--- src/rtl/data_buf_loader_if.sv ---
// Bundle of the element stream, buffer write port and buffer read/release port
// seen by the row-buffer loader.
interface data_buf_loader_if #(
  parameter int ELEM_BW = 8,
  parameter int MAC_BW  = 128,
  parameter int ROW_CNT = 2
) ();
  localparam int ADDR_W = (ROW_CNT > 1) ? $clog2(ROW_CNT) : 1;

  // Handshakes: an element transfers on a rising clk edge where in_valid && in_ready;
  // in_data/in_last are only meaningful while in_valid=1. wr_en is a 1-cycle write
  // strobe with no back-pressure. rd_en marks the head row readable; rd_done is a
  // 1-cycle release pulse that only takes effect while rd_en=1.
  logic               in_valid;
  logic               in_ready;
  logic [ELEM_BW-1:0] in_data;
  logic               in_last;
  logic               wr_en;
  logic [ADDR_W-1:0]  wr_addr;
  logic [MAC_BW-1:0]  wr_data;
  logic               rd_en;
  logic [ADDR_W-1:0]  rd_addr;
  logic               rd_done;
  logic [ADDR_W:0]    occ;
  logic               err;

  modport master (
    output in_valid, in_data, in_last, rd_done,
    input  in_ready, wr_en, wr_addr, wr_data, rd_en, rd_addr, occ, err
  );

  modport slave (
    input  in_valid, in_data, in_last, rd_done,
    output in_ready, wr_en, wr_addr, wr_data, rd_en, rd_addr, occ, err
  );
endinterface

--- src/rtl/data_buf_loader.sv ---
// Packs a narrow element stream into MAC_BW-wide rows, writes them into a ring of
// ROW_CNT buffer rows and presents the oldest committed row to the MAC read side.
module data_buf_loader #(
  parameter int ELEM_BW = 8,
  parameter int MAC_BW  = 128,
  parameter int ROW_CNT = 2
) (
  input logic              clk,
  input logic              rst_n,
  data_buf_loader_if.slave bus
);
  localparam int PACK   = MAC_BW / ELEM_BW;
  localparam int ADDR_W = (ROW_CNT > 1) ? $clog2(ROW_CNT) : 1;
  localparam int CNT_W  = (PACK > 1) ? $clog2(PACK) : 1;

  localparam logic [CNT_W-1:0]  LAST_LANE = CNT_W'(PACK - 1);
  localparam logic [ADDR_W:0]   FULL_OCC  = (ADDR_W + 1)'(ROW_CNT);
  localparam logic [ADDR_W-1:0] LAST_ROW  = ADDR_W'(ROW_CNT - 1);

  logic [CNT_W-1:0]   cnt;
  logic [MAC_BW-1:0]  pack;
  logic [ADDR_W-1:0]  head;
  logic [ADDR_W-1:0]  tail;
  logic [ROW_CNT-1:0] vld;
  logic [ADDR_W:0]    occ;
  logic               wr_en;
  logic [ADDR_W-1:0]  wr_addr;
  logic [MAC_BW-1:0]  wr_data;
  logic               rd_en;
  logic [ADDR_W-1:0]  rd_addr;
  logic               err;

  logic               in_ready;
  logic               xfer;
  logic               commit;
  logic               rel;
  logic [MAC_BW-1:0]  row_nxt;
  logic [ADDR_W-1:0]  head_nxt;
  logic [ADDR_W-1:0]  tail_nxt;
  logic [ROW_CNT-1:0] vld_nxt;
  logic [ADDR_W:0]    occ_nxt;

  function automatic logic [ADDR_W-1:0] ring_inc(input logic [ADDR_W-1:0] ptr);
    ring_inc = (ptr == LAST_ROW) ? '0 : ptr + 1'b1;
  endfunction

  // occ counts rows from commit until release, so a slot is never reused while held.
  assign in_ready = (occ < FULL_OCC);
  assign xfer     = bus.in_valid && in_ready;
  assign commit   = xfer && ((cnt == LAST_LANE) || bus.in_last);
  assign rel      = bus.rd_done && rd_en;

  always_comb begin
    row_nxt = pack;
    row_nxt[int'(cnt) * ELEM_BW +: ELEM_BW] = bus.in_data;
  end

  always_comb begin
    vld_nxt = vld;
    if (rel)   vld_nxt[head]    = 1'b0;
    if (wr_en) vld_nxt[wr_addr] = 1'b1;
    head_nxt = rel    ? ring_inc(head) : head;
    tail_nxt = commit ? ring_inc(tail) : tail;
    occ_nxt  = occ;
    if (commit && !rel)      occ_nxt = occ + 1'b1;
    else if (rel && !commit) occ_nxt = occ - 1'b1;
  end

  // Packing register and lane counter; both hold while the ring is full.
  always_ff @(posedge clk or negedge rst_n) begin
    if (!rst_n) begin
      cnt  <= '0;
      pack <= '0;
    end else if (commit) begin
      cnt  <= '0;
      pack <= '0;
    end else if (xfer) begin
      cnt  <= cnt + 1'b1;
      pack <= row_nxt;
    end
  end

  always_ff @(posedge clk or negedge rst_n) begin
    if (!rst_n) begin
      wr_en   <= 1'b0;
      wr_addr <= '0;
      wr_data <= '0;
    end else begin
      wr_en <= commit;
      if (commit) begin
        wr_addr <= tail;
        wr_data <= row_nxt;
      end
    end
  end

  // rd_en/rd_addr are registered copies of the post-edge vld[head] and head.
  always_ff @(posedge clk or negedge rst_n) begin
    if (!rst_n) begin
      head    <= '0;
      tail    <= '0;
      vld     <= '0;
      occ     <= '0;
      rd_en   <= 1'b0;
      rd_addr <= '0;
    end else begin
      head    <= head_nxt;
      tail    <= tail_nxt;
      vld     <= vld_nxt;
      occ     <= occ_nxt;
      rd_en   <= vld_nxt[head_nxt];
      rd_addr <= head_nxt;
    end
  end

  always_ff @(posedge clk or negedge rst_n) begin
    if (!rst_n)                      err <= 1'b0;
    else if (bus.rd_done && !rd_en)  err <= 1'b1;
  end

  assign bus.in_ready = in_ready;
  assign bus.wr_en    = wr_en;
  assign bus.wr_addr  = wr_addr;
  assign bus.wr_data  = wr_data;
  assign bus.rd_en    = rd_en;
  assign bus.rd_addr  = rd_addr;
  assign bus.occ      = occ;
  assign bus.err      = err;
endmodule

--- src/flat_wrapper.sv ---
// flat-port wrapper written by rule: the top's interface ports become plain ports
module data_buf_loader_flat 
#(
  parameter int ELEM_BW = 8,
  parameter int MAC_BW  = 128,
  parameter int ROW_CNT = 2
)
  (clk, rst_n, bus_in_valid, bus_in_data, bus_in_last, bus_rd_done, bus_in_ready, bus_wr_en, bus_wr_addr, bus_wr_data, bus_rd_en, bus_rd_addr, bus_occ, bus_err);
  data_buf_loader_if #(.ELEM_BW(ELEM_BW), .MAC_BW(MAC_BW), .ROW_CNT(ROW_CNT)) bus_i ();
  input logic clk;
  input logic rst_n;
  input wire logic [$bits(bus_i.in_valid)-1:0] bus_in_valid;
  input wire logic [$bits(bus_i.in_data)-1:0] bus_in_data;
  input wire logic [$bits(bus_i.in_last)-1:0] bus_in_last;
  input wire logic [$bits(bus_i.rd_done)-1:0] bus_rd_done;
  output wire logic [$bits(bus_i.in_ready)-1:0] bus_in_ready;
  output wire logic [$bits(bus_i.wr_en)-1:0] bus_wr_en;
  output wire logic [$bits(bus_i.wr_addr)-1:0] bus_wr_addr;
  output wire logic [$bits(bus_i.wr_data)-1:0] bus_wr_data;
  output wire logic [$bits(bus_i.rd_en)-1:0] bus_rd_en;
  output wire logic [$bits(bus_i.rd_addr)-1:0] bus_rd_addr;
  output wire logic [$bits(bus_i.occ)-1:0] bus_occ;
  output wire logic [$bits(bus_i.err)-1:0] bus_err;
  assign bus_i.in_valid = bus_in_valid;
  assign bus_i.in_data = bus_in_data;
  assign bus_i.in_last = bus_in_last;
  assign bus_i.rd_done = bus_rd_done;
  assign bus_in_ready = bus_i.in_ready;
  assign bus_wr_en = bus_i.wr_en;
  assign bus_wr_addr = bus_i.wr_addr;
  assign bus_wr_data = bus_i.wr_data;
  assign bus_rd_en = bus_i.rd_en;
  assign bus_rd_addr = bus_i.rd_addr;
  assign bus_occ = bus_i.occ;
  assign bus_err = bus_i.err;
  data_buf_loader #(.ELEM_BW(ELEM_BW), .MAC_BW(MAC_BW), .ROW_CNT(ROW_CNT)) u_core (.clk(clk), .rst_n(rst_n), .bus(bus_i));
endmodule
--- config.mk ---
export PLATFORM = sky130hd
export DESIGN_NAME = data_buf_loader_flat
export DESIGN_NICKNAME = d
export VERILOG_FILES = /design/src/rtl/data_buf_loader_if.sv /design/src/rtl/data_buf_loader.sv /design/src/flat_wrapper.sv
export SDC_FILE = /design/constraint.sdc
export NUM_CORES = 1
export LEC_CHECK = 0
export BUFFER_PORTS_ARGS = -buffer_cell sky130_fd_sc_hd__buf_2
export CAP_MARGIN = 20
export CORE_ASPECT_RATIO = 0.8
export CORE_UTILIZATION = 30
export CTS_CLUSTER_DIAMETER = 150
export CTS_CLUSTER_SIZE = 20
export DETAILED_ROUTE_END_ITERATION = 7
export PLACE_DENSITY_LB_ADDON = 0.25
export RECOVER_POWER = 100
export REMOVE_ABC_BUFFERS = 1
export SLEW_MARGIN = 40
export SYNTH_ARGS = -nofsm -noshare
export SYNTH_HDL_FRONTEND = slang
export SYNTH_SLANG_ARGS = --single-unit
--- constraint.sdc ---
create_clock -name clk -period 4.5 [get_ports clk]
set_input_delay 0.9 -clock clk [delete_from_list [all_inputs] [get_ports clk]]
set_output_delay 0.9 -clock clk [all_outputs]
set_load 0.03 [all_outputs]
==> results by group, run 1 <==
Run status
  – Status: finished, violations left
  – Failing checks: capacitance limit, slew limit

Layout
  – Post-layout nets: 1213
  – Layout cells sized above 1: 4.52%
  – Commonest non-fill, non-tap cell in the layout: dfrtp_1
  – Core Util, Final: 35.0%
  – Fin area: 0.0131 mm2
  – Most frequent cells in the layout: 270 x dfrtp_1, 183 x nand2_1, 160 x o21ai_0, 140 x clkbuf_1, 105 x mux2i_1
  – Layout area overhead: 13.3%

Pwr
  – Pwr per Cell Area: 490 mW/mm2
  – Leak Pwr: 5.55 nW
  – Seq pwr share: 43.4%
  – Clock power share: 23.5%
  – Peak VDD IR: 0.246 mV
  – NetSw: 2.60 mW
  – Switching power share of the total: 40.5%
  – Internal power: 3.83 mW
  – Combinational power share: 33.1%

Job
  – Max Cap Viol: 3

Placement
  – HPWL Detailed: 22600 um
  – Placed cell area: 0.0128 mm2
  – PortBufs: 148
  – GP Congestion: 0.845

Routing
  – Routed vias/inst: 5.02
  – Initial drt markers: 693
  – Drt wl/cell: 19.7 um
  – DRC: 0
  – Routed Antenna Nets: 0
  – Total wire length: 33100 um
  – Via count: 8449
  – DRT Pass-1 Iters: 5

Global routing
  – Grt ovf: 0
  – Number of global-route vias before repair: 8323
  – Largest net degree at the start of global routing: 226
  – Initial antenna violation count: 3
  – First-pass GRT wire length: 51600 um
  – Total GRT Usage: 16.8%

STA
  – Final Hold Viols: 0
  – Min Tclk post-route: 3.89 ns
  – Setup violators final: 0
  – Final Max Tran Viols: 82
  – Final period util: 86.5%
  – RSZ-0062 raised after global routing: false
  – Total negative slack: 0 ns
  – Slew HR: -52.4%
  – Max Fclk: 257 MHz
  – Slew @ Worst Pin: 2.29 ns
  – Clock skew: 0.0220 ns

Setup path
  – Arr. time, crit path: 4.33 ns
  – CP Class: reg2reg
  – Worst Path Required: 4.93 ns
  – Crit end category: register
  – Crit Path Max Fanout: 9
  – Element type at the critical path start: register

Clock tree
  – Worst-Skew Late Latency: 0.51 ns
  – CTS H-tree depth: 1
  – Postcts setup bufs: 0
  – CTS buffer count: 17
  – # hold bufs at CTS: 0
  – Longest Clk Path Bufs: 3
  – CTS root buf: clkbuf_16
  – Clock Sinks: 270
  – Clock-pin slew of the registers on the worst-case setup and hold paths: 0.09 ns
  – Post-cts sizing count: 0
  – CTS tree: done

Synth
  – Yosys warns: 0
  – Largest area contributor in the netlist: dfrtp_1
  – Post-synth top area share: 58.3%
  – Flops & latches, synth: 270
  – XOR/XNOR Fraction of Synth Area: 0.453%
  – Avg Cell Area, Syn: 10.8 um2
  – Cells after synthesis: 1076
  – Adder-cell share of the synthesized area: 0.648%
  – Async SR Flop Fraction: 100%
  – Post-synthesis sequential area ratio: 58.3%
  – Post-synth top flop: dfrtp_1
  – Top post-synthesis cells by area: dfrtp_1 58%, mux2i_1 9.1%, o21ai_0 6.6%
  – Post-synthesis mux area share: 9.17%
  – Synthesized area: 0.0116 mm2
  – Main combinational cell family by area after synthesis: compound AO/OA/AOI/OAI gates
  – Area share of and/or/nand/nor cells after synthesis: 11.4%
  – Post-synth cell types: 44
  – Compound-Gate Fraction of Synth Area: 17.5%
  – EDFF count, synth: 0

Floorplan
  – Die H: 178 um
  – Starting Density: 30.9%
  – IO Count: 149
  – Die Span X: 222 um
  – Die area: 0.0394 mm2
  – Core area: 0.0375 mm2
  – Row cnt: 63

Min path
  – Hold WC Path Type: reg2reg
## critical path: stages, from the launching register on
cell and delay (ns):
dfrtp_1 0.51, inv_1 0.17, ha_1 0.30, and3b_1 0.20, o21ai_0 1.40, nor2_4 0.24, o21ai_0 0.77, a22o_1 0.22
## power groups by stage
stage | clock, mW | sequential [mW] | combinational (mW)
floorplan | 0 | 3.16 | 1.07
global placement | 0 | 2.83 | 2.17
detailed placement | 0 | 2.83 | 2.19
CTS | 1.57 | 2.79 | 2.19
global route | 1.65 | 2.83 | 2.31
finish | 1.52 | 2.79 | 2.13
## routing by layer
layer | part of all wire [%] | GRT usage [%] | vias up
met5 | 0.033 | 0 | -
met4 | 1.5 | 3.59 | 2
met3 | 4.9 | 3.00 | 33
met2 | 43 | 24.5 | 197
met1 | 51 | 25.7 | 4192
li1 | - | - | 4025
## synthesized netlist by cell type (10+ instances only)
cell type / instances
a21oi_1: 35
a22o_1: 56
and3_1: 16
buf_2: 11
clkbuf_1: 48
dfrtp_1: 270
mux2i_1: 105
nand2_1: 183
nor2_1: 52
nor2b_1: 13
o21ai_0: 152
o21ai_1: 10
o2bb2ai_1: 40
## stage by stage
step | setup slack, ns | hold WS (ns) | instances | total power [mW]
finish | 0.607 | 0.461 | 1683 | 6.44
CTS | 1.10 | 0.464 | 1679 | 6.55
global route | 0.424 | 0.495 | 1683 | 6.78
detailed placement | 1.14 | 0.448 | 1660 | 5.02
global placement | 1.20 | 0.438 | 1660 | 5.00
floorplan | -2.87 | 0.446 | 1014 | 4.23
## cell type report
cell class	count	area, um2
Antenna cell	2	5.00
Timing Repair Buffer	161	733
Fill cell	3865	24400
Clock buffer	17	425
Tap cell	487	609
Clock inverter	2	20.0
Inverter	9	33.8
Sequential cell	270	6760
Multi-Input combinational cell	735	4550
## sequential cells by signal (all words and copies together), names as in the netlist
signal	cells
u_core.pack	128
u_core.tail	1
u_core.bus.rd_en	1
u_core.vld	2
u_core.bus.wr_en	1
u_core.head	1
u_core.cnt	4
u_core.bus.wr_data	128
u_core.bus.occ	2
u_core.bus.wr_addr	1
u_core.bus.err	1
## path summary, 6_finish.rpt
| path | from | endpoint | slack [ns] | cells after the start |
|---|---|---|---|---|
| worst max register to register | u_core.cnt[1] | u_core.pack[53] | 0.61 | 7 |
| min in group asynchronous | rst_n | u_core.bus.wr_data[116] | 1.08 | 1 |
| worst min register to register | u_core.bus.err | u_core.bus.err | 0.46 | 1 |
| worst min-delay path | u_core.bus.err | u_core.bus.err | 0.46 | 1 |
| worst max-delay path | u_core.cnt[1] | u_core.pack[53] | 0.61 | 7 |
| max in group asynchronous | rst_n | u_core.pack[59] | 1.42 | 3 |
## kinds of logic (layout without fill, tap and decap cells)
| kind of cell | Yosys count | count (layout) |
|---|---|---|
| flip-flops | 270 | 270 |
| XOR/XNOR | 6 | 6 |
| AO/OA/AOI/OAI | 317 | 317 |
| buffers and inverters | 71 | 189 |
| other | 0 | 2 |
| multiplexers | 106 | 106 |
| AND/OR/NAND/NOR | 300 | 300 |
| adder cells (fa/ha/maj) | 6 | 6 |
(Power assumes the default switching activity.)
==> inputs of run 2 (changes only) <==
- PLACE_DENSITY_LB_ADDON: 0.25 -> 0.1
==> results by group, run 2 (synthesis gave the netlist of run 1 again) <==
Global routing
  – Grt ovf: 0 (unchanged)
  – Total GRT Usage: 17.3% (+0.55 points)
  – Largest net degree at the start of global routing: 175 (-23%)
  – Initial antenna violation count: 0 (-3)
  – First-pass GRT wire length: 52600 um (+2.0%)
  – Number of global-route vias before repair: 8283 (-0.48%)

Setup path
  – Reg2reg end: u_core.pack[21]
  – Worst reg2reg path startpoint: u_core.cnt[1]
  – Worst Path Required: 4.90 ns (-0.03 ns)
  – Element type at the critical path start: register
  – CP Class: reg2reg
  – CP peak stage delay: 0.76 ns (-0.64 ns)
  – Reg2Reg Depth: 7 (unchanged)
  – Arr. time, crit path: 4.08 ns (-0.25 ns)
  – Crit Path Max Fanout: 11 (+2)
  – Reg2reg setup slack: 0.82 ns (+0.21 ns)
  – Cell Chain, Critical Path: inv_1 > ha_1 > inv_1 > a2111o_1 > nor2_1 > o21ai_0 > a22o_1
  – Critical Path Slowest Stage Cell: nor2_1
  – Crit end category: register
  – Cell repeated most along the worst path: inv_1

Floorplan
  – Die H: 178 um (unchanged)
  – Starting Density: 30.9% (unchanged)
  – Core area: 0.0375 mm2 (unchanged)
  – Die Span X: 222 um (unchanged)
  – Die area: 0.0394 mm2 (unchanged)
  – IO Count: 149 (unchanged)
  – Row cnt: 63 (unchanged)

Pwr
  – Pwr per Cell Area: 490 mW/mm2 (about the same)
  – Leak Pwr: 5.53 nW (-0.28%)
  – Peak VDD IR: 0.217 mV (-12%)

STA
  – Min Tclk post-route: 3.68 ns (-0.212 ns)
  – Slew @ Worst Pin: 2.10 ns (-0.188 ns)
  – Final Max Tran Viols: 87 (+6.1%)
  – RSZ-0062 raised after global routing: false
  – Final period util: 81.8% (-4.7 points)
  – Final Hold Viols: 0 (unchanged)
  – Slew HR: -39.9% (+13 points)
  – Max Fclk: 272 MHz (+5.8%)
  – Setup violators final: 0 (unchanged)
  – Clock skew: 0.0200 ns (-0.00201 ns)
  – Total negative slack: 0 ns (unchanged)

Clock tree
  – CTS root buf: clkbuf_16
  – Longest Clk Path Bufs: 3 (unchanged)
  – CTS buffer count: 17 (unchanged)
  – Clock Sinks: 270 (unchanged)
  – # hold bufs at CTS: 0 (unchanged)
  – CTS tree: done
  – Postcts setup bufs: 0 (unchanged)
  – Clock-pin slew of the registers on the worst-case setup and hold paths: 0.09 ns (about the same)
  – Post-cts sizing count: 0 (unchanged)
  – CTS H-tree depth: 1 (unchanged)
  – Worst-Skew Late Latency: 0.50 ns (about the same)

Layout
  – Commonest non-fill, non-tap cell in the layout: dfrtp_1
  – Layout cells sized above 1: 4.27% (-0.25 points)
  – Biggest regs: u_core.bus.wr_data: 128 flops, u_core.pack: 128 flops, u_core.cnt: 4 flops
  – Core Util, Final: 34.8% (-0.16 points)
  – Filler cell count in the final layout: 3899 (+0.88%)
  – Post-layout nets: 1214 (+0.082%)
  – Layout area overhead: 12.8%
  – ANT cells: 0 (-2)
  – Fin area: 0.0131 mm2 (-0.45%)
  – Most frequent cells in the layout: 270 x dfrtp_1, 183 x nand2_1, 161 x o21ai_0, 141 x clkbuf_1, 105 x mux2i_1

Routing
  – Via count: 8340 (-1.3%)
  – DRC: 0 (unchanged)
  – Drt wl/cell: 20.0 um (+1.8%)
  – Routed Antenna Nets: 0 (unchanged)
  – DRT Pass-1 Iters: 4 (-1)
  – Total wire length: 33700 um (+1.7%)
  – Routed vias/inst: 4.96 (-1.2%)
  – Initial drt markers: 669 (-3.5%)

Placement
  – GP Congestion: 0.797 (-5.7%)
  – Placed cell area: 0.0129 mm2 (+0.35%)
  – HPWL Detailed: 22700 um (+0.44%)
  – PortBufs: 148 (unchanged)

Run status
  – Status: finished, violations left
  – Failing checks: capacitance limit, slew limit

Min path
  – WHS Path Cells: 1 (unchanged)
  – Hold WC Path Type: reg2reg
  – Hold_sp: u_core.bus.err
  – Hold Crit Endpoint: u_core.bus.err

Job
  – Max Cap Viol: 2 (-1)
[run 2: cell types whose count changed in the layout (fill, tap and decap cells not counted), sizes merged]
cell,before,now
inv,9,8
clkbuf,158,159
diode,2,0
[run 2: area by class of cell]
type | instances | area (um2) | area share [%]
clock buffers | 17 | 425 | 3.25
clock inverters | 1 | 11.3 | 0.0861
inverters | 9 | 33.8 | 0.258
multi-input cells | 735 | 4530 | 34.6
flip-flops and latches | 270 | 6760 | 51.7
well taps | 487 | 609 | 4.66
repair buffers | 162 | 707 | 5.41
[run 2: metal layers]
metal  track usage, %  wire length, um  vias to the layer above
met1             27.8            18100                     4135
met2             24.6            14100                      148
met5                0                0                        -
li1                 -                -                     4031
met3             2.50             1130                       26
met4             2.66              371                        0
[run 2: worst max path at each step]
stage             startpoint           endpoint  slack, ns  depth (start not counted)
2_1_floorplan  u_core.cnt[0]  u_core.bus.occ[1]      -2.87                          8
3_3_place_gp    bus_in_valid   u_core.pack[122]       1.27                          8
3_5_place_dp    bus_in_valid   u_core.pack[122]       1.23                          8
4_1_cts        u_core.cnt[1]    u_core.pack[90]       1.28                          7
5_1_grt                rst_n    u_core.pack[43]       0.51                          2
6_report       u_core.cnt[1]    u_core.pack[21]       0.82                          7
[run 2: metrics by stage]
step / instances / power [mW] / hold WS (ns) / setup WS (ns)
final: 1681 / 6.41 / 0.472 / 0.819
after global routing: 1681 / 6.79 / 0.495 / 0.506
after CTS: 1681 / 6.60 / 0.248 / 1.28
after detailed placement: 1663 / 5.04 / 0.447 / 1.23
after global placement: 1662 / 5.03 / 0.434 / 1.27
after floorplan: 1014 / 4.23 / 0.446 / -2.87
[run 2: critical path: cells and delay by family, from the launching register on]
kind,cells,cell delay (ns)
DFF,1,0.52
and+or+nand+nor,1,0.76
buffers and inverters,2,0.40
AOI/OAI and AO/OA,3,1.41
adders and majority gates,1,0.49
[run 2: power by group]
part	switching, mW	internal [mW]
combinational	1.60	0.503
clock	0.830	0.684
sequential	0.150	2.64
total	2.58	3.83
